==> src/rtl/pulse_pair_check.sv <==
// Synchronises the wait-counter pulse line, measures each high pulse and checks
// for two in-range pulses in a row, reporting done/fail to the arming controller.
module pulse_pair_check #(
  parameter int               WIDTH    = 16,
  parameter logic [WIDTH-1:0] MIN_HIGH = 16'h3F00,
  parameter logic [WIDTH-1:0] MAX_HIGH = 16'h40FF,
  parameter logic [WIDTH-1:0] TIMEOUT  = 16'hC000
) (
  input  logic             clk,
  input  logic             reset,
  input  logic             start,
  input  logic             pulse_in,
  output logic             busy,
  output logic             done,
  output logic             fail,
  output logic [1:0]       pulse_cnt,
  output logic [WIDTH-1:0] last_width
);

  typedef enum logic [2:0] {
    IDLE      = 3'd0,
    WAIT_HIGH = 3'd1,
    MEAS_HIGH = 3'd2,
    DONE      = 3'd3,
    FAIL      = 3'd4
  } state_t;

  localparam logic [WIDTH-1:0] ALL_ONES = '1;

  state_t           state;
  state_t           next_state;
  logic             s1;
  logic             s2;
  logic             prev;
  logic             rise;
  logic             fall;
  logic [WIDTH-1:0] timer;
  logic [WIDTH-1:0] width;
  logic             in_range;
  logic             timed_out;

  logic [WIDTH-1:0] timer_d;
  logic [WIDTH-1:0] width_d;
  logic [1:0]       cnt_d;
  logic [WIDTH-1:0] last_d;
  logic             busy_d;
  logic             done_d;
  logic             fail_d;

  function automatic logic [WIDTH-1:0] sat_inc(input logic [WIDTH-1:0] v);
    return (v == ALL_ONES) ? v : v + 1'b1;
  endfunction

  assign rise      = s2 & ~prev;
  assign fall      = ~s2 & prev;
  assign timed_out = (timer == TIMEOUT);
  // A saturated width no longer reflects the real pulse length, so it never passes.
  assign in_range  = (width >= MIN_HIGH) && (width <= MAX_HIGH) && (width != ALL_ONES);

  // Input synchroniser and edge-detect history.
  always_ff @(posedge clk or negedge reset) begin
    if (!reset) begin
      s1   <= 1'b0;
      s2   <= 1'b0;
      prev <= 1'b0;
    end else begin
      s1   <= pulse_in;
      s2   <= s1;
      prev <= s2;
    end
  end

  always_ff @(posedge clk or negedge reset) begin
    if (!reset) begin
      state <= IDLE;
    end else begin
      state <= next_state;
    end
  end

  // Abort wins over everything; within MEAS_HIGH a fall wins over the timeout.
  always_comb begin
    next_state = state;
    if (start) begin
      next_state = IDLE;
    end else begin
      case (state)
        IDLE:      next_state = WAIT_HIGH;
        WAIT_HIGH: begin
          if (rise) begin
            next_state = MEAS_HIGH;
          end else if (timed_out) begin
            next_state = FAIL;
          end
        end
        MEAS_HIGH: begin
          if (fall) begin
            if (!in_range) begin
              next_state = FAIL;
            end else if (pulse_cnt == 2'd1) begin
              next_state = DONE;
            end else begin
              next_state = WAIT_HIGH;
            end
          end else if (timed_out) begin
            next_state = FAIL;
          end
        end
        DONE:      next_state = DONE;
        FAIL:      next_state = FAIL;
        default:   next_state = IDLE;
      endcase
    end
  end

  // Next values for the counters and the registered outputs.
  always_comb begin
    timer_d = timer;
    width_d = width;
    cnt_d   = pulse_cnt;
    last_d  = last_width;
    if (start) begin
      timer_d = '0;
      width_d = '0;
      cnt_d   = 2'd0;
    end else begin
      case (state)
        IDLE: begin
          timer_d = '0;
          width_d = '0;
          cnt_d   = 2'd0;
        end
        WAIT_HIGH: begin
          if (rise) begin
            timer_d = '0;
            width_d = {{(WIDTH-1){1'b0}}, 1'b1};
          end else begin
            timer_d = sat_inc(timer);
          end
        end
        MEAS_HIGH: begin
          if (fall) begin
            last_d = width;
            if (in_range) begin
              cnt_d   = pulse_cnt + 2'd1;
              timer_d = '0;
            end
          end else if (timed_out) begin
            last_d = width;
          end else begin
            timer_d = sat_inc(timer);
            if (s2) begin
              width_d = sat_inc(width);
            end
          end
        end
        default: begin
          timer_d = timer;
        end
      endcase
    end
    busy_d = (next_state == WAIT_HIGH) || (next_state == MEAS_HIGH);
    done_d = (next_state == DONE);
    fail_d = (next_state == FAIL);
  end

  always_ff @(posedge clk or negedge reset) begin
    if (!reset) begin
      timer      <= '0;
      width      <= '0;
      pulse_cnt  <= 2'd0;
      last_width <= '0;
      busy       <= 1'b0;
      done       <= 1'b0;
      fail       <= 1'b0;
    end else begin
      timer      <= timer_d;
      width      <= width_d;
      pulse_cnt  <= cnt_d;
      last_width <= last_d;
      busy       <= busy_d;
      done       <= done_d;
      fail       <= fail_d;
    end
  end

endmodule
==> config.mk <==
export PLATFORM = sky130hd
export DESIGN_NAME = pulse_pair_check
export DESIGN_NICKNAME = d
export VERILOG_FILES = /design/src/rtl/pulse_pair_check.sv
export SDC_FILE = /design/constraint.sdc
export NUM_CORES = 1
export LEC_CHECK = 0
export CORE_MARGIN = 5
export CORE_UTILIZATION = 60
export CTS_BUF_LIST = sky130_fd_sc_hd__clkbuf_2 sky130_fd_sc_hd__clkbuf_4 sky130_fd_sc_hd__clkbuf_8
export DETAILED_ROUTE_END_ITERATION = 16
export GPL_TIMING_DRIVEN = 0
export PLACE_DENSITY = 0.8
export SLEW_MARGIN = 20
export SYNTH_ARGS = -nofsm -noshare
export SYNTH_HDL_FRONTEND = slang
export SYNTH_SLANG_ARGS = --single-unit
export TNS_END_PERCENT = 100
==> constraint.sdc <==
create_clock -name clk -period 2.6 [get_ports clk]
set_clock_uncertainty 0.05 [all_clocks]
set_input_delay 0.65 -clock clk [delete_from_list [all_inputs] [get_ports clk]]
set_output_delay 0.65 -clock clk [all_outputs]
set_load 0.01 [all_outputs]
* Word-level counts from Yosys, hierarchy flattened
Cells that the tools add are included.
** Storage, ports and cells
- Register bits after elaboration :: 59
- Input bits :: 4
- Output and inout bits :: 21
** Operators by class
- $add $sub $neg :: 3
- $lt $le $gt $ge :: 2
- Eq/ne operators :: 22
- Multiplexer cells :: 27
- Bitwise logic cells :: 5
- Reductions and logical operators :: 11
** Operators by type and width (count)
- 16-bit two-way mux :: 14
- 16-bit case mux with 3 select lines :: 2
- 16-bit == test, second input constant :: 3
- 16-bit by 1-bit adder with 16-bit output, second input constant :: 2
- 3-bit inequality test, second input constant :: 7
- 16-bit by 14-bit >= comparator with 1-bit output, second input constant :: 1
- 16-bit by 15-bit <= comparator with 1-bit output, second input constant :: 1
- 16-bit inequality test, second input constant :: 1
- 3-bit two-way mux :: 5
- 3-bit case mux with 5 select lines :: 1
- 3-bit by 2-bit == test with 1-bit output, second input constant :: 4
- 3-bit AND reduction :: 3
- 2-bit two-way mux :: 4
- 4-bit inequality test, second input constant :: 2
- 3-bit by 1-bit == test with 1-bit output, second input constant :: 2
- 3-bit == test, second input constant :: 2
- 6-bit AND reduction :: 1
- 2-bit case mux with 2 select lines :: 1
- 4-bit nonzero test :: 1
- 3-bit logical NOT :: 1
- 1-bit NOT :: 3
- 3-bit nonzero test :: 1
- 2-bit by 1-bit adder with 2-bit output, second input constant :: 1
- 1-bit AND :: 2
- 4 further kinds :: 5

* Depth between registers and ports, before layout
Gate-level depths: netlist of run 1.
- Word-level depth :: 9
- Mapped depth :: 9

* Worst setup path after synthesis of run 1
No wires, ideal clock.
- Kind :: input to register
- From :: input start
- To :: register width[15]
- Library setup time :: 78 ps
- Data arrival time :: 2104 ps
- Data required time :: 2472 ps
- Setup slack :: 369 ps
- Cell stages on the path :: 7
- Buffers on the path :: 2
- Path through :: clkbuf_1 nor2_1 a41o_1 or2_1 buf_6 or3_1 a21oi_1
** Between the ends
- Cells in the longest elaborated chain, start to end :: 2
** Ends and longest elaborated chain
- start: declaration :: RTL line 11 : input logic start,
- 3-bit inequality test (no line) / 4-bit nonzero test (equally long branches)
- 6-bit AND reduction (no line)
- end signal: assignment :: RTL line 178 : width <= width_d;
- end: declaration :: RTL line 38 : logic [WIDTH-1:0] width;
Parallel ways exist; a longest one is shown, timed or not.
A chain may end at the register's enable or synchronous reset.

* Worst setup path in the final report of run 1
- From :: register timer[0]
- To :: register last_width[10]
** Between the ends
- Cells in the longest elaborated chain, start to end :: 3
** Ends and longest elaborated chain
- start: declaration :: RTL line 37 : logic [WIDTH-1:0] timer;
- start signal: assignment :: RTL line 177 : timer <= timer_d;
- 16-bit == test :: RTL line 56 : assign timed_out = (timer == TIMEOUT);
- 2-bit nonzero test (no line)
- 3-bit AND reduction (no line)
- end signal: assignment :: RTL line 180 : last_width <= last_d;
- end: declaration :: RTL line 17 : output logic [WIDTH-1:0] last_width
Every way passes these cells.

==> results of run 1 <==
-- per-stage QoR --
| stage | setup slack [ps] | std cells | setup TNS (ps) | power, mW | hold WS (ps) |
|---|---|---|---|---|---|
| global placement | -980 | 407 | -61750 | 1.14 | 289 |
| global route | 21.1 | 422 | 0 | 2.03 | 325 |
| detailed placement | -358 | 407 | -4320 | 1.14 | 292 |
| floorplan | 369 | 313 | 0 | 1.07 | 281 |
| finish | 176 | 422 | 0 | 1.95 | 307 |
| CTS | 54.0 | 423 | 0 | 1.96 | 314 |
-- kinds of logic (layout without fill, tap and decap cells) --
family                   Yosys count  in the layout  synth area share
AND/OR/NAND/NOR                  116            116             0.205
AO/OA/AOI/OAI                     81             81             0.170
flip-flops                        59             59             0.479
buffers and inverters             27             66            0.0418
multiplexers                      18             18            0.0649
XOR/XNOR                           7              7            0.0199
adder cells (fa/ha/maj)            5              5            0.0203
-- flip-flops by register name, indices dropped and copies added, names as in the netlist --
name / cells
pulse_cnt: 2
done: 1
s2: 1
width: 16
fail: 1
timer: 16
prev: 1
last_width: 16
state: 3
busy: 1
s1: 1
-- worst max path at each step --
stage	from	end	cells after the start
final	timer[0]	last_width[10]	7
after global routing	timer[0]	last_width[13]	7
after CTS	timer[0]	last_width[1]	7
after detailed placement	start	width[15]	8
after global placement	reset	last_width[10]	1
after floorplan	start	width[15]	7
-- critical path: cells and delay by family (launching register included) --
kind / cells / cell delay [ps]
and+or+nand+nor: 2 / 580
muxes: 1 / 370
buffers and inverters: 2 / 380
adders and majority gates: 1 / 150
DFF: 1 / 420
AOI/OAI and AO/OA: 1 / 360
-- routing by layer --
metal  up-vias  track usage  part of all wire
li1       1215            -                 -
met1      1234        0.304              0.45
met2        91        0.344              0.47
met3        16       0.0515             0.056
met4         0       0.0980             0.022
met5         -            0                 0
-- Yosys cell counts (all sizes together) (6+ instances only) --
master,number
dfrtp,59
nor2,24
o21ai,23
nand2,22
mux2,16
a21oi,14
nand3,14
a31oi,12
inv,12
buf,10
and3,7
nor3,7
o31ai,7
nor3b,6
xnor2,6
-- layout make-up --
| class | instances | area [µm²] | area share |
|---|---|---|---|
| multi-input combinational | 227 | 1480 | 0.411 |
| sequential | 59 | 1480 | 0.409 |
| timing repair buffer | 24 | 238 | 0.0659 |
| clock buffer | 15 | 194 | 0.0537 |
| tap | 70 | 87.6 | 0.0243 |
| buffer | 14 | 81.3 | 0.0225 |
| inverter | 12 | 45.0 | 0.0125 |
| clock inverter | 1 | 5.00 | 0.00139 |
-- power by group through the flow --
stage | registers, mW | logic (mW) | clock network (mW)
after floorplan | 0.965 | 0.109 | 0
after global placement | 0.964 | 0.173 | 0
after detailed placement | 0.965 | 0.177 | 0
after CTS | 0.949 | 0.179 | 0.833
after global routing | 0.951 | 0.199 | 0.880
final | 0.949 | 0.178 | 0.819
-- timing repair --
item / CTS / global route
gates cloned: 0 / 0
resized for setup: 1 / 1
setup endpoints to repair: 1 / 25
==> run metrics, run 1 <==
final worst-path cycle share 0.932; Reg power frac 0.488; power per cell area roughly 540 nW/µm²; Max-Slew Margin vs Limit 0.517; Antenna Nets Post-Route 0; crit path DAT about 2600 ps; Yosys reg bits between 50 and 60; worst-path cell chain inv_1, ha_1, nor4b_1, nand4_1, a21oi_2, buf_2, mux2_2; Yosys warnings 0; Post-synth EDFFs 0; Hold Buf Count CTS 0; Final Wtd Congestion 0.864; max-cap violation count 0; initial antenna violation count 0; Max Clk Rate just over 400 MHz; Slowest-stage cell, CP dfrtp_1; r2r worst-path depth 7; switching part of the total 0.245; Max Fanout on Critical Path 10; WP data required about 2800 ps; Cell variety after synth 57; DR vias roughly 2600; Reg clk slew, reported paths approximately 60 ps; Avg Cell Area, Syn between 9 and 10 µm²; routed length per placed instance around 16 µm; Die Y between 80 and 90 µm; first-pass GRT wire length between 10000 and 15000 µm; most frequent cells in the layout dfrtp_1 (59), nor2_1 (24), o21ai_0 (23), clkdlybuf4s50_1 (23), nand2_1 (22); startpoint types register; largest net degree at the start of global routing 60; CTS max path bufs 2; setup slack, reg-to-reg ~180 ps; top-area cell type share of the netlist area 0.479; Synth Instances 313; Initial Utilization 0.612; peak supply drop just under 400 µV; syn nets roughly 320; crit path kind reg -> reg; top_reg_cell synth dfrtp_1; status finished, final reports clean; HPWL after detailed placement roughly 4600 µm; drt drc 0; Syn-to-layout area delta 17.0%; Synth area leaders dfrtp_1 (48%), mux2_2 (5.8%), o21ai_0 (3.7%), nor2_1 (2.9%), nand2_1 (2.7%); Total GRT Usage 0.224; fin. max-slew vios 0; H-tree depth 3; CTS tree built; Post-CTS Setup Bufs 0; Filler Cells Inserted 386; final wirelength around 6800 µm; I/O pin cnt 25; Internal 1.47 mW; CP Capture Type register; ant diodes 0; Worst Hold Class in -> async; nets ~360; worst stage delay on the critical path between 400 and 500 ps; Clk network pwr share 0.421; CTS root buf clkbuf_8; cell area after layout around 3600 µm²; r2r endpoint last_width[10]; RSZ-0062 raised after global routing no; core area ~5000 µm²; Die W around 82 µm; sequential area share after synthesis 0.479; leak pwr around 1.5 nW; Hold Fails Final Rpt 0; cell taking the most area after synthesis dfrtp_1; Clk Latency, worst-skew pair between 300 and 400 ps; row count 26; global route total overflow 0; 1st-iter DRT viols about 240; CTS sink count 59; layout cells sized above 1 0.151; PortBufs 24; most common cell after layout, fill and taps aside dfrtp_1; Num CTS Buffers 9; Final setup viols 0; Synth async-reset ratio 1.00; TritonRoute pass-1 iters 4; Cell Area, Synth approximately 3100 µm²; drt via density between 6 and 7; Comb pwr share 0.092; minimum period implied by the final worst setup slack ~2400 ps; Net Switching 0.476 mW; placed cell areas 3410 µm²; worst-margin pin slew a little over 700 ps; vias in the first global route about 2400; Final Core Density 0.716; Crit Reg-Reg Startpoint timer[0]; total die area roughly 6700 µm²
Note: power is estimated with default switching activity, not from simulation.
==> run 2: changes to the inputs <==
- CORE_MARGIN: 5 -> 2
- CTS_CLUSTER_DIAMETER: unset -> 200
==> run 2 against run 1 <==
Net effect: utilization grew 0.50 points; critical path depth grew 1; cell area grew 0.69%; combinational power is essentially flat; die area shrank 14%; register-to-register slack lost 50 ps; global-route usage grew 3.5 points; non-clock buffer count is the same; routed wire length shrank 2.1%; critical path type unchanged.
==> run metrics, run 2 (same netlist as run 1, synthesis figures left out) <==
Non-Filler Instances 421 (was 422); r2r worst-path depth 8 (was 7); power per cell area 560 nW/µm² (was 539 nW/µm²); ant diodes 0 (unchanged); nets 356 (unchanged); Initial Utilization 0.612 (unchanged); Syn-to-layout area delta 17.9% (was 17.0%); Max Clk Rate 405 MHz (was 413 MHz); drt via density 6.06 (about the same); CTS sink count 59 (unchanged); Final setup viols 0 (unchanged); vias in the first global route 2381 (was 2378); leak pwr 1.53 nW (about the same); launch point of the worst path timer[0] (unchanged); routed length per placed instance 15.7 µm (was 16.0 µm); crit path to timer[8] (was last_width[10]); minimum period implied by the final worst setup slack 2470 ps (was 2420 ps); Num CTS Buffers 9 (unchanged); WP data required 2800 ps (was 2770 ps); setup slack, reg-to-reg 130 ps (was 180 ps); largest net degree at the start of global routing 60 (unchanged); Clk Latency, worst-skew pair 350 ps (was 340 ps); global route total overflow 0 (unchanged); Hold Fails Final Rpt 0 (unchanged); Max-Slew Margin vs Limit 0.521 (was 0.517); Largest regs last_width (16), timer (16), width (16) (unchanged); DR vias 2550 (was 2556); CTS max path bufs 2 (unchanged); DP Worst Slack -357 ps (was -358 ps); core area 5040 µm² (unchanged); setup tns final 0 ps (unchanged); Worst Hold Class reg -> reg (was in -> async); Reg power frac 0.466 (was 0.488); r2r endpoint timer[8] (was last_width[10]); switching part of the total 0.237 (was 0.245); Max Fanout on Critical Path 8 (was 10); startpoint types register (unchanged); status finished, final reports clean (unchanged); CTS tree built (unchanged); Antenna Nets Post-Route 0 (unchanged); 1st-iter DRT viols 162 (was 244); Filler Cells Inserted 391 (was 386); layout cells sized above 1 0.148 (was 0.151); Reg clk slew, reported paths 70 ps (was 60 ps); peak supply drop 386 µV (was 385 µV); crit path DAT 2670 ps (was 2600 ps); final wirelength 6620 µm (was 6770 µm); first-pass GRT wire length 11000 µm (was 11300 µm); Hold Buf Count CTS 0 (unchanged); crit path kind reg -> reg (unchanged); row count 26 (unchanged); fin. max-slew vios 0 (unchanged); Total GRT Usage 0.259 (was 0.224); total die area 5730 µm² (was 6670 µm²); Net Switching 0.482 mW (was 0.476 mW); Die Y 75.7 µm (was 81.7 µm); Die W 75.7 µm (was 81.7 µm); Crit Reg-Reg Startpoint timer[0] (unchanged); TritonRoute pass-1 iters 4 (unchanged); Final Wtd Congestion 0.858 (was 0.864); CP Capture Type register (unchanged); final worst-path cycle share 0.950 (was 0.932); Comb pwr share 0.088 (was 0.092); setup slack after layout 129 ps (was 176 ps); most common cell after layout, fill and taps aside dfrtp_1 (unchanged); HPWL after detailed placement 4520 µm (was 4550 µm); DP Cell Count 407 (unchanged); CTS root buf clkbuf_8 (unchanged); worst hold slack 302 ps (was 307 ps); Final Core Density 0.721 (was 0.716); PortBufs 24 (unchanged); Clk network pwr share 0.446 (was 0.421); drt drc 0 (unchanged); most frequent cells in the layout dfrtp_1 (59), nor2_1 (24), o21ai_0 (23), clkdlybuf4s50_1 (23), nand2_1 (22) (unchanged); RSZ-0062 raised after global routing no (unchanged); initial antenna violation count 0 (unchanged); H-tree depth 3 (unchanged); worst-margin pin slew 718 ps (was 725 ps); Internal 1.55 mW (was 1.47 mW); max-cap violation count 0 (unchanged); I/O pin cnt 25 (unchanged)
## run 2: per-layer routing
metal	share of wire	track usage
met1	0.46	0.355
met2	0.47	0.404
met4	0.020	0.0916
met3	0.042	0.0635
met5	0	0
## run 2: timing repair
action / 4_1_cts / 5_1_grt
gates resized for setup: 1 / 2
buffers inserted: 0 / 0
pin swaps: 0 / 1
setup endpoints to repair: 1 / 26
## run 2: per-stage QoR
stage	total power, mW	cell area [µm²]
after floorplan	1.07	3080
after global placement	1.14	3410
after detailed placement	1.14	3410
after CTS	2.04	3630
after global routing	2.10	3630
final	2.03	3630
## run 2: final cells by class
cell class              instances  area [µm²]  area share
plain buffers                  14        81.3      0.0224
clock buffers                  14         186      0.0513
clock inverters                 1        30.0     0.00826
inverters                      12        45.0      0.0124
multi-input cells             227        1490       0.410
flip-flops and latches         59        1480       0.406
well taps                      70        87.6      0.0241
repair buffers                 24         238      0.0654
## run 2: power by group through the flow
stage          Clock [mW]  Sequential [mW]  Combinational, mW
2_1_floorplan           0            0.965              0.109
3_3_place_gp            0            0.964              0.173
5_1_grt             0.951            0.950              0.202
6_report            0.908            0.948              0.178
3_5_place_dp            0            0.965              0.176
4_1_cts             0.913            0.948              0.178
## run 2: worst max-delay path: stages (launching register included)
cell	delay [ps]
dfrtp_1	430
inv_1	80
ha_1	150
nor4b_1	280
nand4_1	350
a311oi_1	440
and2_1	350
o21ai_0	150
o31ai_1	90
## run 2: how the worst min path moves through the flow
stage | start | endpoint | slack (ps) | depth (start not counted)
final | s1 | s2 | 300 | 0
after detailed placement | s1 | s2 | 290 | 0
after floorplan | s1 | s2 | 280 | 0
after global routing | s1 | s2 | 310 | 0
after global placement | s1 | s2 | 290 | 0
after CTS | s1 | s2 | 310 | 0
==> run 3: changes to the inputs <==
- GPL_ROUTABILITY_DRIVEN: unset -> 0
==> results of run 3 <==
No change in the layout: final DEF, timing and power equal those of run 2.
